<file path="config.mk">
export PLATFORM = sky130hd
export DESIGN_NAME = mmu_store_encode_flat
export DESIGN_NICKNAME = d
export VERILOG_FILES = /design/src/rtl/mmu_store_encode_if.sv /design/src/rtl/mmu_store_encode.sv /design/src/flat_wrapper.sv
export SDC_FILE = /design/constraint.sdc
export NUM_CORES = 1
export LEC_CHECK = 0
export CAP_MARGIN = 25
export CORE_MARGIN = 2
export CORE_UTILIZATION = 51
export DETAILED_ROUTE_END_ITERATION = 6
export MAX_ROUTING_LAYER = met4
export PLACE_DENSITY = 0.87
export SLEW_MARGIN = 5
export SYNTH_ARGS = -nofsm -noshare
export SYNTH_HDL_FRONTEND = slang
export SYNTH_SLANG_ARGS = --single-unit
</file>
<file path="constraint.sdc">
create_clock -name clk -period 2.75 [get_ports clk]
set_input_delay 0.55 -clock clk [delete_from_list [all_inputs] [get_ports clk]]
set_output_delay 0.55 -clock clk [all_outputs]
set_load 0.01 [all_outputs]
</file>
<file path="src/rtl/mmu_store_encode_if.sv">
// -----------------------------------------------------------------------------
// mmu_store_encode_if
// Bundles the store-request handshake (pipeline stage 3 side) and the physical
// write-beat port (memory side) of the store encoder.
//   req_valid/req_ready     : request handshake
//   req_addr/req_data       : byte address and right-justified store data
//   req_size                : 00 byte, 01 half, 10 word, 11 illegal
//   phys_we/phys_ready      : write-beat handshake
//   phys_addr               : word address of the beat
//   phys_data/phys_byte_en  : lane-aligned data and byte-lane enables
//   size_err                : one-cycle pulse on an accepted illegal size
// modport slave  : the encoder itself
// modport master : the surrounding pipeline / memory model
// -----------------------------------------------------------------------------
interface mmu_store_encode_if;
    logic        req_valid;
    logic        req_ready;
    logic [31:0] req_addr;
    logic [31:0] req_data;
    logic [1:0]  req_size;
    logic        phys_we;
    logic [29:0] phys_addr;
    logic [31:0] phys_data;
    logic [3:0]  phys_byte_en;
    logic        phys_ready;
    logic        size_err;

    modport slave (
        input  req_valid, req_addr, req_data, req_size, phys_ready,
        output req_ready, phys_we, phys_addr, phys_data, phys_byte_en, size_err
    );

    modport master (
        output req_valid, req_addr, req_data, req_size, phys_ready,
        input  req_ready, phys_we, phys_addr, phys_data, phys_byte_en, size_err
    );
endinterface

</file>
<file path="src/rtl/mmu_store_encode.sv">
// -----------------------------------------------------------------------------
// mmu_store_encode
// Store-side byte encoder. Rotates store data into memory byte lanes, builds
// byte enables, and splits word-crossing stores into two word-aligned beats.
// Ports:
//   clk        : system clock
//   rst_n      : asynchronous active-low reset
//   clk_enable : global pipeline enable; 0 freezes state and masks handshakes
//   bus        : request + physical beat signals (mmu_store_encode_if.slave)
// -----------------------------------------------------------------------------
module mmu_store_encode (
    input  logic                clk,
    input  logic                rst_n,
    input  logic                clk_enable,
    mmu_store_encode_if.slave   bus
);

    localparam logic [1:0] ST_IDLE  = 2'd0;
    localparam logic [1:0] ST_BEAT0 = 2'd1;
    localparam logic [1:0] ST_BEAT1 = 2'd2;

    logic [1:0]  r_state, w_state_next;
    logic        r_phys_we, w_phys_we_next;
    logic [29:0] r_phys_addr, w_phys_addr_next;
    logic [31:0] r_phys_data, w_phys_data_next;
    logic [3:0]  r_phys_byte_en, w_phys_byte_en_next;
    logic [3:0]  r_hi_en, w_hi_en_next;       // lanes for the second beat
    logic        r_size_err, w_size_err_next;

    logic [1:0]  w_align;
    logic [31:0] w_rot_data;
    logic [3:0]  w_base_mask;
    logic [7:0]  w_wide_mask;
    logic        w_size_illegal;
    logic        w_final_beat;
    logic        w_req_ready;
    logic        w_accept;
    logic        w_load;
    logic        w_beat_done;

    assign w_align        = bus.req_addr[1:0];
    assign w_size_illegal = (bus.req_size == 2'b11);

    // Lane gi receives source byte (gi - align) mod 4: a left rotate by 8*align.
    generate
        for (genvar gi = 0; gi < 4; gi++) begin : g_rot
            logic [1:0] w_src;
            assign w_src = 2'(gi) - w_align;
            assign w_rot_data[8*gi +: 8] = bus.req_data[{w_src, 3'b000} +: 8];
        end
    endgenerate

    always_comb begin
        w_base_mask = 4'b0000;
        case (bus.req_size)
            2'b00:   w_base_mask = 4'b0001;
            2'b01:   w_base_mask = 4'b0011;
            2'b10:   w_base_mask = 4'b1111;
            default: w_base_mask = 4'b0000;
        endcase
    end

    // Upper nibble holds the lanes that spill into the next word.
    assign w_wide_mask = {4'b0000, w_base_mask} << w_align;

    // A beat is final when no second beat is pending behind it.
    assign w_final_beat = ((r_state == ST_BEAT0) && (r_hi_en == 4'b0000)) ||
                          (r_state == ST_BEAT1);
    assign w_req_ready  = (r_state == ST_IDLE) || (w_final_beat && bus.phys_ready);

    assign w_accept    = clk_enable && bus.req_valid && w_req_ready;
    assign w_load      = w_accept && !w_size_illegal;
    // phys_we is high exactly when a beat is outstanding (BEAT0/BEAT1).
    assign w_beat_done = clk_enable && r_phys_we && bus.phys_ready;

    always_comb begin
        w_state_next        = r_state;
        w_phys_we_next      = r_phys_we;
        w_phys_addr_next    = r_phys_addr;
        w_phys_data_next    = r_phys_data;
        w_phys_byte_en_next = r_phys_byte_en;
        w_hi_en_next        = r_hi_en;

        if (w_beat_done && (r_state == ST_BEAT0) && (r_hi_en != 4'b0000)) begin
            // Second beat of a split store; word address wraps modulo 2^30.
            w_state_next        = ST_BEAT1;
            w_phys_addr_next    = r_phys_addr + 30'd1;
            w_phys_byte_en_next = r_hi_en;
        end else if (w_load) begin
            // New store, either from IDLE or chained after a final beat.
            w_state_next        = ST_BEAT0;
            w_phys_we_next      = 1'b1;
            w_phys_addr_next    = bus.req_addr[31:2];
            w_phys_data_next    = w_rot_data;
            w_phys_byte_en_next = w_wide_mask[3:0];
            w_hi_en_next        = w_wide_mask[7:4];
        end else if (w_beat_done) begin
            w_state_next   = ST_IDLE;
            w_phys_we_next = 1'b0;
        end
    end

    assign w_size_err_next = w_accept && w_size_illegal;

    always_ff @(posedge clk or negedge rst_n) begin
        if (!rst_n) begin
            r_state        <= ST_IDLE;
            r_phys_we      <= 1'b0;
            r_phys_addr    <= 30'd0;
            r_phys_data    <= 32'd0;
            r_phys_byte_en <= 4'b0000;
            r_hi_en        <= 4'b0000;
            r_size_err     <= 1'b0;
        end else if (clk_enable) begin
            r_state        <= w_state_next;
            r_phys_we      <= w_phys_we_next;
            r_phys_addr    <= w_phys_addr_next;
            r_phys_data    <= w_phys_data_next;
            r_phys_byte_en <= w_phys_byte_en_next;
            r_hi_en        <= w_hi_en_next;
            r_size_err     <= w_size_err_next;
        end
    end

    assign bus.req_ready    = w_req_ready;
    assign bus.phys_we      = r_phys_we;
    assign bus.phys_addr    = r_phys_addr;
    assign bus.phys_data    = r_phys_data;
    assign bus.phys_byte_en = r_phys_byte_en;
    assign bus.size_err     = r_size_err;

endmodule

</file>
<file path="src/flat_wrapper.sv">
// flat-port wrapper written by rule: the top's interface ports become plain ports
module mmu_store_encode_flat 
  (clk, rst_n, clk_enable, bus_req_valid, bus_req_addr, bus_req_data, bus_req_size, bus_phys_ready, bus_req_ready, bus_phys_we, bus_phys_addr, bus_phys_data, bus_phys_byte_en, bus_size_err);
  mmu_store_encode_if bus_i ();
  input  logic clk;
  input  logic rst_n;
  input  logic clk_enable;
  input wire logic [$bits(bus_i.req_valid)-1:0] bus_req_valid;
  input wire logic [$bits(bus_i.req_addr)-1:0] bus_req_addr;
  input wire logic [$bits(bus_i.req_data)-1:0] bus_req_data;
  input wire logic [$bits(bus_i.req_size)-1:0] bus_req_size;
  input wire logic [$bits(bus_i.phys_ready)-1:0] bus_phys_ready;
  output wire logic [$bits(bus_i.req_ready)-1:0] bus_req_ready;
  output wire logic [$bits(bus_i.phys_we)-1:0] bus_phys_we;
  output wire logic [$bits(bus_i.phys_addr)-1:0] bus_phys_addr;
  output wire logic [$bits(bus_i.phys_data)-1:0] bus_phys_data;
  output wire logic [$bits(bus_i.phys_byte_en)-1:0] bus_phys_byte_en;
  output wire logic [$bits(bus_i.size_err)-1:0] bus_size_err;
  assign bus_i.req_valid = bus_req_valid;
  assign bus_i.req_addr = bus_req_addr;
  assign bus_i.req_data = bus_req_data;
  assign bus_i.req_size = bus_req_size;
  assign bus_i.phys_ready = bus_phys_ready;
  assign bus_req_ready = bus_i.req_ready;
  assign bus_phys_we = bus_i.phys_we;
  assign bus_phys_addr = bus_i.phys_addr;
  assign bus_phys_data = bus_i.phys_data;
  assign bus_phys_byte_en = bus_i.phys_byte_en;
  assign bus_size_err = bus_i.size_err;
  mmu_store_encode u_core (.clk(clk), .rst_n(rst_n), .clk_enable(clk_enable), .bus(bus_i));
endmodule
</file>
==> impl.org <==
** Floorplanning
- The die covers 9350 um2.
- Horizontal die dimension :: 96.7 um
- The initial utilization of the core area, before any placement, comes to 53.1%.
- Count of boundary I/O pins :: 140
- Core outline area :: 8260 um2
- Measured along the y axis, the die boundary spans approximately 97 um.
- Standard-cell rows :: 33

** Synth
- Fraction of post-synthesis cell area in the top cell type by area :: 41.7%
- The synthesized design contains 73 register bits.
- Synthesized cell area :: between 4000 and 5000 um2
- Area leader, netlist :: sky130_fd_sc_hd__dfrtp_1
- Mean area per synthesized cell :: 9.70 um2
- Counting every net in the synthesized netlist gives 526.
- Synthesis warning total :: 0
- Sequential-to-total area share from yosys stat :: 41.7%
- Counting every instance in the synthesized netlist gives 452.
- The synthesized netlist contains 54 unique library cells.
- Ranked by total cell area, the synthesized netlist is headed by sky130_fd_sc_hd__dfrtp_1, sky130_fd_sc_hd__mux4_2, sky130_fd_sc_hd__nand2_1.

** Min path
- Worst min-delay path class :: input port to async pin

** Pwr
- Total net switching power :: between 2000 and 2500 uW
- Gate power share :: 47.5%
- Internal power comes to 3380 uW.
- Reg power frac :: a little under two fifths
- VDD IR-drop max :: 0.483 mV
- Power per standard cell area :: slightly above 900 nW/um2
- Total leakage power :: 0.00257 uW
- Clk network pwr share :: 14.1%
- Switching share of power :: between 30% and 40%

** Placement
- Port buffering added 139 buffers.
- Routability-driven placement finished with a final weighted congestion of 0.903.
- Detailed placement finished with a half-perimeter wire length of about 9.2 mm.
- After detailed placement, the total cell area comes to 5900 um2.

** STA
- In the final timing run, aggregate negative setup slack is 0 ns.
- Peak clock frequency supported by timing :: 414 MHz
- Hold Fails Final Rpt :: 0
- Fraction of the cycle the final worst path needs :: 87.8%
- Number of setup violations in the final report :: 0
- At the pin with the least slew margin, the transition time is 0.933 ns.
- Setup repair after global routing left no endpoint under its margin.
- Across the routed clock network, the largest skew measured is 0.0125 ns.
- Final max-slew violation count :: 0
- The clock period could shrink to 2.41 ns.
- Headroom to the max-slew limit came out at 37.8%.

** Global route
- Entering global routing, the biggest net connects between 70 and 80 pins.
- Total congestion overflow after global routing :: 0
- Number of global-route vias before repair :: 4252
- Total routing usage reported by global routing :: between 20 and 30%
- Initial antenna violation count :: 0
- Wire length of the first global-routing pass :: 21.5 mm

** Routing
- Routed wire length :: between 10 and 15 mm
- Dividing the detail-routed wire length by the instance count gives 18.0 um.
- DR vias/cell :: 6.04
- Drt first-iter violations :: 296
- Vias :: 4214
- The detail route stage leaves a number of antenna-violating nets equal to 0.
- # DRC :: 0
- For this run, the detailed router's first-pass iteration total came to 5.

** Clock tree
- Buffer depth of the longest clock path :: 2
- The H-tree was split into 3 levels.
- Total setup buffers inserted after CTS :: 0
- After clock tree synthesis, the clock-pin slew on the worst setup and hold paths is about 0.070 ns.
- Num CTS Buffers :: 9
- TritonCTS built the clock tree.
- Worst-skew pair later-pin latency :: about 0.34 ns
- Number of gates given a new drive strength after cts :: 0
- Buffers inserted to repair hold after CTS numbered 0.
- The root buffer cell chosen for the clock tree is sky130_fd_sc_hd__clkbuf_8.
- Clock tree synthesis found a total of 73 sinks.

** Setup path
- STA classifies the critical path startpoint as a flop.
- Kind of end point of the critical path :: output pin
- Worst-path fanout max :: 4
- Worst Path Class, Setup :: flop to output pin
- Critical path data required time :: 2.20 ns
- Critical Path AT :: between 1.5 and 2 ns

** Cells and area
- Ratio of cells with drive above 1 in the final layout :: 14.2%
- 0 antenna diodes ended up in the layout.
- In the final layout, flip-flops and latches occupy 1830 um2.
- Area Growth Syn to Fin :: 38.6%
- Summing all multi-input logic gate instances after layout gives between 2000 and 2500 um2.
- Nets :: 662
- Once layout is done, the placed cells without fillers occupy 6080 um2.
- Fill cell instance count of the final layout :: 607

** Run
- Max-capacitance violation count :: 0

** Status
- The run finished with clean final reports.
synth_stat cells, drive strengths merged:
master and number:
nand2b 2, dfrtp 73, o211ai 2, nand3 17
o41ai 2, and3 12, a31oi 5, clkbuf 8
o32ai 1, a311oi 4, mux4 32, o31a 1
a21oi 17, a211oi 13, or3 2, nor4 3
o311ai 1, a31o 2, buf 21, and4 4
nand2 122, o22ai 7, a21o 3, nand4 5
nand4b 1, inv 8, a41o 1, a211o 1
nand3b 1, ha 3, nor3 22, or2 3
nor3b 1, nor2b 1, o21ai 15, and2 2
mux2i 2, a41oi 1, a221oi 1, nor2 30
registers in the layout (all words and copies together) (netlist names):
signal,flops
u_core.bus.phys_data,32
u_core.bus.phys_addr,30
u_core.bus.phys_byte_en,4
u_core.r_hi_en,3
u_core.r_state,2
u_core.bus.phys_we,1
u_core.bus.size_err,1
metrics by stage:
stage / utilization, % / instances / total power [uW] / worst slack (ns) / hold slack (ns)
2_1_floorplan: - / 452 / 3230 / 0.821 / 0.254
3_3_place_gp: 71.4 / 682 / 4650 / 0.194 / 0.454
3_5_place_dp: 71.4 / 682 / 4750 / 0.111 / 0.454
4_1_cts: 73.6 / 698 / 5540 / 0.313 / 0.382
5_1_grt: 73.6 / 698 / 5890 / 0.259 / 0.408
6_report: 73.6 / 698 / 5530 / 0.336 / 0.339
routing by layer:
layer  part of all wire (%)  global-route usage, %  routed length (um)
met1                     42                   38.9                5280
met2                     49                   44.9                6100
met4                    3.0                   10.1                 374
met3                    6.3                   4.41                 792
met5                      0                      -                   0
cell families (layout without fill, tap and decap cells):
logic type                 count (synthesis)  count (layout)  share of synthesized area (%)
and+or+nand+nor                          228             228                           24.5
AOI/OAI and AO/OA                         77              77                           12.1
DFF                                       73              73                           41.7
buffers and inverters                     37             178                           3.97
muxes                                     34              34                           16.9
adders and majority gates                  3               3                          0.856
worst max-delay path, cell delays in order (launching register included):
cell and delay (ns):
sky130_fd_sc_hd__dfrtp_1 0.42, sky130_fd_sc_hd__o41ai_2 0.39, sky130_fd_sc_hd__a21oi_2 0.11, sky130_fd_sc_hd__inv_2 0.08, sky130_fd_sc_hd__clkdlybuf4s50_1 0.54
layout by cell type (no fill, tap or decap), types with 5 or more instances in the layout:
master,instances
sky130_fd_sc_hd__clkdlybuf4s50_1,136
sky130_fd_sc_hd__nand2_1,122
sky130_fd_sc_hd__dfrtp_1,73
sky130_fd_sc_hd__mux4_2,32
sky130_fd_sc_hd__nor2_1,29
sky130_fd_sc_hd__nand3_1,16
sky130_fd_sc_hd__a21oi_1,16
sky130_fd_sc_hd__nor3_1,15
sky130_fd_sc_hd__buf_4,14
sky130_fd_sc_hd__a211oi_1,13
sky130_fd_sc_hd__and3_1,12
sky130_fd_sc_hd__clkbuf_8,11
sky130_fd_sc_hd__o21ai_1,8
sky130_fd_sc_hd__inv_1,7
sky130_fd_sc_hd__o22ai_1,7
sky130_fd_sc_hd__o21ai_0,6
sky130_fd_sc_hd__a31oi_1,5
sky130_fd_sc_hd__nor3_2,5
final timing paths:
| kind | start | endpoint | slack (ns) | depth (start not counted) |
|---|---|---|---|---|
| worst max-delay path | u_core.r_state[1] | bus_req_ready | 0.34 | 4 |
| worst min-delay path | rst_n | u_core.bus.phys_we | 0.34 | 1 |
| worst max register to register | u_core.bus.phys_addr[0] | u_core.bus.phys_addr[26] | 0.68 | 6 |
| worst min register to register | u_core.bus.phys_data[8] | u_core.bus.phys_data[8] | 0.47 | 2 |
| max in group asynchronous | rst_n | u_core.bus.phys_addr[12] | 1.79 | 1 |
| min in group clk | u_core.bus.phys_data[8] | u_core.bus.phys_data[8] | 0.47 | 2 |
final cells by class:
type | count | area share [%]
clock inverters | 5 | 0.494
multi-input cells | 342 | 39.3
well taps | 105 | 2.16
inverters | 8 | 0.494
flip-flops and latches | 73 | 30.1
clock buffers | 11 | 2.49
repair buffers | 154 | 25.0
power by group through the flow:
stage | logic, uW | registers, uW | clock network [uW]
6_report | 2630 | 2120 | 781
5_1_grt | 2860 | 2200 | 838
4_1_cts | 2650 | 2100 | 788
3_5_place_dp | 2640 | 2110 | 0
2_1_floorplan | 1010 | 2220 | 0
3_3_place_gp | 2560 | 2090 | 0
No activity file was read; power rests on OpenSTA's default activity.
